<file path="config.mk">
export PLATFORM = sky130hd
export DESIGN_NAME = stream_flush_source
export DESIGN_NICKNAME = d
export VERILOG_FILES = /design/src/rtl/stream_flush_pkg.sv /design/src/rtl/stream_flush_source.sv
export SDC_FILE = /design/constraint.sdc
export NUM_CORES = 1
export LEC_CHECK = 0
export ABC_AREA = 0
export BUFFER_PORTS_ARGS = -buffer_cell sky130_fd_sc_hd__buf_4
export CORE_MARGIN = 1
export CORE_UTILIZATION = 55
export DETAILED_ROUTE_END_ITERATION = 8
export PLACE_DENSITY_LB_ADDON = 0.15
export SYNTH_ARGS = -nofsm -noshare
export SYNTH_HDL_FRONTEND = slang
export SYNTH_SLANG_ARGS = --single-unit
export TNS_END_PERCENT = 5
</file>
<file path="constraint.sdc">
create_clock -name clk -period 5.5 [get_ports clk]
set_input_delay 1.1 -clock clk [delete_from_list [all_inputs] [get_ports clk]]
set_output_delay 1.1 -clock clk [all_outputs]
set_load 0.02 [all_outputs]
</file>
<file path="src/rtl/stream_flush_pkg.sv">
`default_nettype none
// ============================================================================
//  Module      : stream_flush_pkg
//  Description : Shared definitions for stream_flush_source. Holds the
//                sequencer state encoding and the helper that sizes the
//                flush-duration counter.
//  Revision    : 1.0 - initial release
// ============================================================================
package stream_flush_pkg;

    // Sequencer states: normal streaming, flush asserted, one-cycle ack.
    typedef enum logic [1:0] {
        ST_RUN   = 2'd0,
        ST_FLUSH = 2'd1,
        ST_ACK   = 2'd2
    } state_e;

    // Width of the flush-duration counter. The extra bit keeps the
    // FlushCycles-1 load value representable for every legal FlushCycles.
    function automatic int flush_cnt_width(input int flush_cycles);
        return $clog2(flush_cycles) + 1;
    endfunction

endpackage : stream_flush_pkg
`default_nettype wire

</file>
<file path="src/rtl/stream_flush_source.sv">
`default_nettype none
// ============================================================================
//  Module      : stream_flush_source
//  Description : Upstream driver for a chain of flushable spill stages.
//                Forwards valid/ready beats through one registered output
//                stage and, on request, sequences a flush: flush_o is held
//                for FlushCycles cycles, then flush_ack_o pulses once.
//                flush_o and valid_o are never high together.
//  Ports       : clk, rst          - clock, async active-high reset
//                in_valid_i/in_ready_o/in_data_i - upstream beat interface
//                flush_req_i       - flush request (level, sampled in RUN)
//                flush_ack_o       - one-cycle pulse at end of flush
//                valid_o/ready_i/data_o - downstream beat interface
//                flush_o           - downstream flush (registered)
//                beat_cnt_o        - beats delivered since last flush (sat.)
//  Revision    : 1.0 - initial release
// ============================================================================
module stream_flush_source
    import stream_flush_pkg::*;
#(
    parameter type T           = logic,
    parameter int  FlushCycles = 2,
    parameter int  CntWidth    = 16
) (
    input  logic                clk,
    input  logic                rst,
    input  logic                in_valid_i,
    output logic                in_ready_o,
    input  T                    in_data_i,
    input  logic                flush_req_i,
    output logic                flush_ack_o,
    output logic                valid_o,
    input  logic                ready_i,
    output T                    data_o,
    output logic                flush_o,
    output logic [CntWidth-1:0] beat_cnt_o
);

    localparam int                  FCW        = flush_cnt_width(FlushCycles);
    localparam logic [FCW-1:0]      FLUSH_LOAD = FCW'(FlushCycles - 1);
    localparam logic [CntWidth-1:0] CNT_MAX    = '1;

    state_e                state;
    logic                  out_valid_q;
    T                      out_data_q;
    logic                  flush_q;
    logic                  ack_q;
    logic [CntWidth-1:0]   beat_cnt_q;
    logic [FCW-1:0]        flush_cnt_q;

    logic                  in_hs;
    logic                  out_hs;

    // A pending flush request closes the input immediately so that no new
    // beat is captured in the cycle that decides to flush.
    assign in_ready_o = (state == ST_RUN) && !flush_req_i
                        && (!out_valid_q || ready_i);
    assign in_hs      = in_valid_i && in_ready_o;
    assign out_hs     = (state == ST_RUN) && out_valid_q && ready_i;

    assign valid_o     = out_valid_q;
    assign data_o      = out_data_q;
    assign flush_o     = flush_q;
    assign flush_ack_o = ack_q;
    assign beat_cnt_o  = beat_cnt_q;

    always_ff @(posedge clk or posedge rst) begin
        if (rst) begin
            state       <= ST_RUN;
            out_valid_q <= 1'b0;
            out_data_q  <= '0;
            flush_q     <= 1'b0;
            ack_q       <= 1'b0;
            beat_cnt_q  <= '0;
            flush_cnt_q <= '0;
        end else begin
            case (state)
                ST_RUN: begin
                    if (flush_req_i) begin
                        // Any undelivered beat is dropped; a downstream
                        // handshake this cycle still completes, but the
                        // count is cleared on entry to FLUSH anyway.
                        state       <= ST_FLUSH;
                        out_valid_q <= 1'b0;
                        flush_q     <= 1'b1;
                        beat_cnt_q  <= '0;
                        flush_cnt_q <= FLUSH_LOAD;
                    end else begin
                        if (in_hs) begin
                            out_valid_q <= 1'b1;
                            out_data_q  <= in_data_i;
                        end else if (out_hs) begin
                            out_valid_q <= 1'b0;
                        end
                        if (out_hs && (beat_cnt_q != CNT_MAX)) begin
                            beat_cnt_q <= beat_cnt_q + 1'b1;
                        end
                    end
                end

                ST_FLUSH: begin
                    // Counter starts at FlushCycles-1, so flush_o spans
                    // exactly FlushCycles cycles before the ack cycle.
                    if (flush_cnt_q == '0) begin
                        state   <= ST_ACK;
                        flush_q <= 1'b0;
                        ack_q   <= 1'b1;
                    end else begin
                        flush_cnt_q <= flush_cnt_q - 1'b1;
                    end
                end

                ST_ACK: begin
                    ack_q <= 1'b0;
                    state <= ST_RUN;
                end

                default: begin
                    state       <= ST_RUN;
                    out_valid_q <= 1'b0;
                    flush_q     <= 1'b0;
                    ack_q       <= 1'b0;
                end
            endcase
        end
    end

endmodule : stream_flush_source
`default_nettype wire

</file>
==> results_dict.tcl, run 1 <==
set metrics [dict create \
    status "complete, no violations" \
    hpwl_um 2360 \
    grt_max_degree 25 \
    grt_pass1_wl_um 5340 \
    worstPathRequired_ns 4.40 \
    h-tree-depth 1 \
    hold_violations 0 \
    drv_cap 0 \
    worstPathArrival_ns 2.28 \
    dpl_worst_slack_ns 2.355 \
    syn_area_per_cell_um2 9.311 \
    synth.distinct_cells 42 \
    holdBufCountCts 0 \
    start_kind "flop" \
    via_per_inst 6.112 \
    cts_tree "yes" \
    worstMarginPinSlew_ns 0.9266 \
    antenna_cells 0 \
    row_count 18 \
    ioPinCount 27 \
    slew_headroom_pct 38.16 \
    clk_pin_slew_worst_paths_ns 0.14 \
    clock-root-buffer "clkbuf_4" \
    powerDensity_nw_per_um2 496.8 \
    synth_fp_nets 175 \
    max_freq_mhz 296.2 \
    vias 1314 \
    synthMuxAreaShare_pct 1.484 \
    finalSetupTns_ns 0 \
    firstDrtPassIters 4 \
    antenna_found_initial 0 \
    netlist_instances 163 \
    timing.critical_path.buf_inv 2 \
    clock_skew_ns 0.007660 \
    die_y_um 54.53 \
    core_um2 2545 \
    cpPeakStageDelay_ns 0.74 \
    postCtsSetupRepairBufs 0 \
    endpoint_kind "output pin" \
    ys_warn_count 0 \
    start_util_pct 59.64 \
    final.period_utilization_pct 61.39 \
    min_period_ns 3.377 \
    gp_congestion 0.8361 \
    finalSetupViolCount 0 \
    synth-xor-area-share_pct 4.617 \
    path_class "reg2out" \
    cts_buffers 3 \
    cts_resized 0 \
    ant_nets 0 \
    die-width_um 54.53 \
    slew_violations 0 \
    initialDrtViolationCount 49 \
    setup_ws_ns 2.123 \
    grt_setup_unrepaired "no" \
    critical_path.top_delay_family "adder cells" \
    grt_pass1_vias 1137 \
    syn_area_um2 1518 \
    wl_per_cell_um 15.79 \
    vdd_ir_drop_max_mv 0.3947 \
    crit_slowest_cell "ha_1" \
    path_max_fanout 24 \
    synth_top_family_by_area "compound AO/OA/AOI/OAI gates" \
    area_delta_synth_final_pct 15.58 \
    synth-compound-area-share_pct 23.83 \
    p_leak_nw 0.7955 \
    clk_latency_ns 0.33 \
    crit_chain "inv_1 > ha_1 > nand2_1 > a21oi_1 > buf_4" \
    p_total_w 0.0008714 \
    drive_gt1_share_pct 22.16 \
    post-route-drc-count 0 \
    yosysSeqAreaShare_pct 39.57 \
    overflow 0 \
    hold_path_class "reg2reg" \
    track_usage_pct 25.41 \
    die-area_um2 2974 \
    clock_path_buffers 2 \
    r2r_setup_slack_ns 2.70 \
    synth-simple-area-share_pct 18.71 \
    synth_seq_cells 24 \
    cts_sinks 24 \
    synthAdderAreaFrac_pct 4.946 \
    drt_wl_total_um 3395 \
    nNetsFinal 198 \
    port-buffer-count 26 \
]
cell families after synthesis:
kind of cell | Yosys count
AO/OA/AOI/OAI | 48
buffers and inverters | 27
XOR/XNOR | 8
AND/OR/NAND/NOR | 48
adder cells (fa/ha/maj) | 6
multiplexers | 2
flip-flops | 24
cell usage after synthesis, drive strengths merged:
cell type,count,area share [%]
a21oi,8,2.6
inv,18,4.5
nand2,7,1.7
or4,1,0.49
o21ai,7,2.3
o32a,1,0.66
and4,2,1.2
nand4,4,2.1
a21o,2,0.99
and3,5,2.1
a221oi,1,0.58
clkinv,1,0.25
buf,2,0.66
a22o,1,0.58
a211oi,1,0.49
nand2b,1,0.41
mux2,2,1.5
a32o,2,1.3
o211ai,3,2.1
xnor2,8,4.6
a2111oi,2,2.0
nor2b,2,0.82
o31ai,1,0.49
dfrtp,24,40
nor2,11,2.7
nor3,2,0.66
nor4,2,1.8
o22a,1,0.58
ha,6,4.9
a31oi,5,3.0
nand3,11,4.8
a41oi,3,1.7
clkbuf,6,1.5
a211o,1,0.58
o22ai,9,3.7
area by class of cell:
cell class	count	area, um2
Multi-Input combinational cell	112	813.3
Tap cell	30	37.54
Clock buffer	4	36.28
Fill cell	187	790.8
Sequential cell	24	600.6
Inverter	19	71.32
Timing Repair Buffer	26	195.2
per-stage QoR:
| step | cells | hold slack (ns) | util (%) | instance area (um2) |
|---|---|---|---|---|
| floorplan | 163 | 0.5029 | - | 1518 |
| global placement | 211 | 0.4784 | 67.50 | 1718 |
| detailed placement | 211 | 0.4921 | 67.50 | 1718 |
| CTS | 215 | 0.5206 | 68.93 | 1754 |
| global route | 215 | 0.5426 | 68.93 | 1754 |
| finish | 215 | 0.5134 | 68.93 | 1754 |
where the power goes:
part	internal, W	total, W	switching [W]
sequential	0.000242	0.000328	0.0000859
combinational	0.000190	0.000445	0.000255
clock	0.0000406	0.0000977	0.0000571
registers in the layout, summed over array words and instances (netlist names):
name,cells
flush_ack_o,1
flush_cnt_q,2
data_o,1
flush_o,1
state,2
beat_cnt_o,16
valid_o,1
per-layer routing:
metal	routed length (um)	global-route usage [%]	vias to the layer above
met5	0	0	-
met4	58	11.54	0
met3	126	3.056	6
met2	1529	39.23	38
met1	1681	35.37	629
li1	-	-	641
worst register-to-register path: stages (launching register included):
cell       delay (ns)
dfrtp_1          0.42
inv_1            0.12
ha_1             0.74
and3_1           0.49
nand4_2          0.21
a2111oi_2        0.41
xnor2_1          0.16
o22ai_1          0.10
final timing paths:
kind                                         start                        end  depth (start not counted)
min                        flush_ack_o$_DFFE_PP0P_    flush_ack_o$_DFFE_PP0P_                          1
min in group asynchronous                      rst    flush_ack_o$_DFFE_PP0P_                          2
max reg2reg                   state[0]$_DFFE_PP0P_  beat_cnt_o[7]$_DFFE_PP0P_                          7
max                           state[0]$_DFFE_PP0P_                 in_ready_o                          5
max in group asynchronous                      rst  beat_cnt_o[5]$_DFFE_PP0P_                          2
min reg2reg                flush_ack_o$_DFFE_PP0P_    flush_ack_o$_DFFE_PP0P_                          1
cells in the final DEF, fill, tap and decap left out, drive strengths merged:
master | synthesis | layout
a2111oi | 2 | 2
a211o | 1 | 1
a211oi | 1 | 1
a21o | 2 | 2
a21oi | 8 | 8
a221oi | 1 | 1
a22o | 1 | 1
a31oi | 5 | 5
a32o | 2 | 2
a41oi | 3 | 3
and3 | 5 | 5
and4 | 2 | 2
buf | 2 | 26
clkbuf | 6 | 4
clkinv | 1 | 1
dfrtp | 24 | 24
ha | 6 | 6
inv | 18 | 18
mux2 | 2 | 2
nand2 | 7 | 7
nand2b | 1 | 1
nand3 | 11 | 11
nand4 | 4 | 4
nor2 | 11 | 11
nor2b | 2 | 2
nor3 | 2 | 2
nor4 | 2 | 2
o211ai | 3 | 3
o21ai | 7 | 7
o22a | 1 | 1
o22ai | 9 | 9
o31ai | 1 | 1
o32a | 1 | 1
or4 | 1 | 1
xnor2 | 8 | 8
Note: power is estimated with default switching activity, not from simulation.
==> run 2, diff against run 1 <==
==> constraint.sdc (replaced) <==
create_clock -name clk -period 3.29 [get_ports clk]
set_input_delay 0.658 -clock clk [delete_from_list [all_inputs] [get_ports clk]]
set_output_delay 0.658 -clock clk [all_outputs]
set_load 0.02 [all_outputs]
==> results_dict.tcl, run 2 (synthesis gave the netlist of run 1 again) <==
set metrics [dict create \
    clock_skew_ns 0.003668 \
    setup_ws_ns 0.8038 \
    clock-root-buffer "clkbuf_4" \
    finalSetupViolCount 0 \
    postCtsSetupRepairBufs 0 \
    clk_pin_slew_worst_paths_ns 0.14 \
    start_util_pct 59.64 \
    worstMarginPinSlew_ns 0.9005 \
    drv_cap 0 \
    path_depth 5 \
    slew_violations 0 \
    mostFrequentLayoutCells "27 x buf_4, 24 x dfrtp_1, 18 x inv_1" \
    p_leak_nw 0.8004 \
    cts_buffers 3 \
    die-width_um 54.53 \
    row_count 18 \
    crit_end "in_ready_o" \
    cts_resized 0 \
    die_y_um 54.53 \
    endpoint_kind "output pin" \
    fin_util_pct 69.22 \
    timing.rr.start "state[0]$_DFFE_PP0P_" \
    ioPinCount 27 \
    timing.critical_path.buf_inv 2 \
    crit_chain "inv_1 > ha_1 > nand2_1 > a21oi_1 > buf_4" \
    dpl_worst_slack_ns 0.9917 \
    worstPathRequired_ns 2.63 \
    final.period_utilization_pct 75.57 \
    antenna_found_initial 0 \
    path_max_fanout 11 \
    hold_path_class "in2async" \
    core_um2 2545 \
    status "complete, no violations" \
    h-tree-depth 1 \
    p_total_w 0.001460 \
    nNetsFinal 199 \
    vias 1336 \
    cpPeakStageDelay_ns 0.42 \
    largest_reg_flops 16 \
    min_period_ns 2.486 \
    drt_wl_total_um 3270 \
    cts_tree "yes" \
    timing.rr.end "beat_cnt_o[7]$_DFFE_PP0P_" \
    post-route-drc-count 0 \
    initialDrtViolationCount 37 \
    firstDrtPassIters 7 \
    ant_nets 0 \
    slew_headroom_pct 39.90 \
    port-buffer-count 26 \
    hold_violations 0 \
    via_per_inst 6.185 \
    area_delta_synth_final_pct 16.08 \
    clock_path_buffers 2 \
    critical_path.top_delay_family "flip-flops" \
    holdBufCountCts 0 \
    start_kind "flop" \
    finalSetupTns_ns 0 \
    worstPathArrival_ns 1.83 \
    hpwl_um 2332 \
    cts_sinks 24 \
    powerDensity_nw_per_um2 829.0 \
    final_common_cell "buf_4" \
    crit_slowest_cell "dfrtp_1" \
    drive_gt1_share_pct 22.58 \
    gp_congestion 0.8361 \
    r2r_cells 7 \
    clk_latency_ns 0.31 \
    cp-startpoint "state[0]$_DFFE_PP0P_" \
    path_class "reg2out" \
    grt_setup_unrepaired "no" \
    max_freq_mhz 402.2 \
    antenna_cells 0 \
    grt_pass1_vias 1202 \
    die-area_um2 2974 \
    grt_max_degree 25 \
    overflow 0 \
    wl_per_cell_um 15.14 \
    grt_pass1_wl_um 5375 \
    vdd_ir_drop_max_mv 0.6719 \
    track_usage_pct 25.00 \
    r2r_setup_slack_ns 0.93 \
]
-- run 2: how the worst min path moves through the flow --
stage | endpoint | slack (ns) | from
CTS | flush_ack_o$_DFFE_PP0P_ | 0.52 | flush_ack_o$_DFFE_PP0P_
global route | flush_ack_o$_DFFE_PP0P_ | 0.54 | flush_ack_o$_DFFE_PP0P_
floorplan | state[1]$_DFFE_PP0P_ | 0.50 | state[1]$_DFFE_PP0P_
finish | beat_cnt_o[14]$_DFFE_PP0P_ | 0.52 | rst
detailed placement | flush_ack_o$_DFFE_PP0P_ | 0.49 | flush_ack_o$_DFFE_PP0P_
global placement | flush_ack_o$_DFFE_PP0P_ | 0.48 | flush_ack_o$_DFFE_PP0P_
-- run 2: stage by stage --
| stage | cells | instance area, um2 | hold slack (ns) |
|---|---|---|---|
| CTS | 216 | 1762 | 0.5198 |
| global placement | 212 | 1725 | 0.4802 |
| detailed placement | 212 | 1725 | 0.4921 |
| floorplan | 163 | 1518 | 0.5029 |
| finish | 216 | 1762 | 0.5153 |
| global route | 216 | 1762 | 0.5404 |
-- run 2: report_power, final --
part	internal [W]	switching, W	total, W
sequential	0.000405	0.000142	0.000547
clock	0.0000675	0.0000916	0.000159
combinational	0.000326	0.000428	0.000754
-- run 2: area by class of cell --
class / instances / area (um2)
multi-input combinational: 112 / 813.3
fill: 207 / 783.3
sequential: 24 / 600.6
timing repair buffer: 27 / 202.7
inverter: 19 / 71.32
tap: 30 / 37.54
clock buffer: 4 / 36.28
-- run 2: per-layer routing --
metal / routed length, um / track usage (%) / vias to the layer above
li1: - / - / 644
met1: 1501 / 35.29 / 638
met3: 203 / 3.333 / 2
met2: 1549 / 39.84 / 52
met5: 0 / 0 / -
met4: 15 / 6.838 / 0
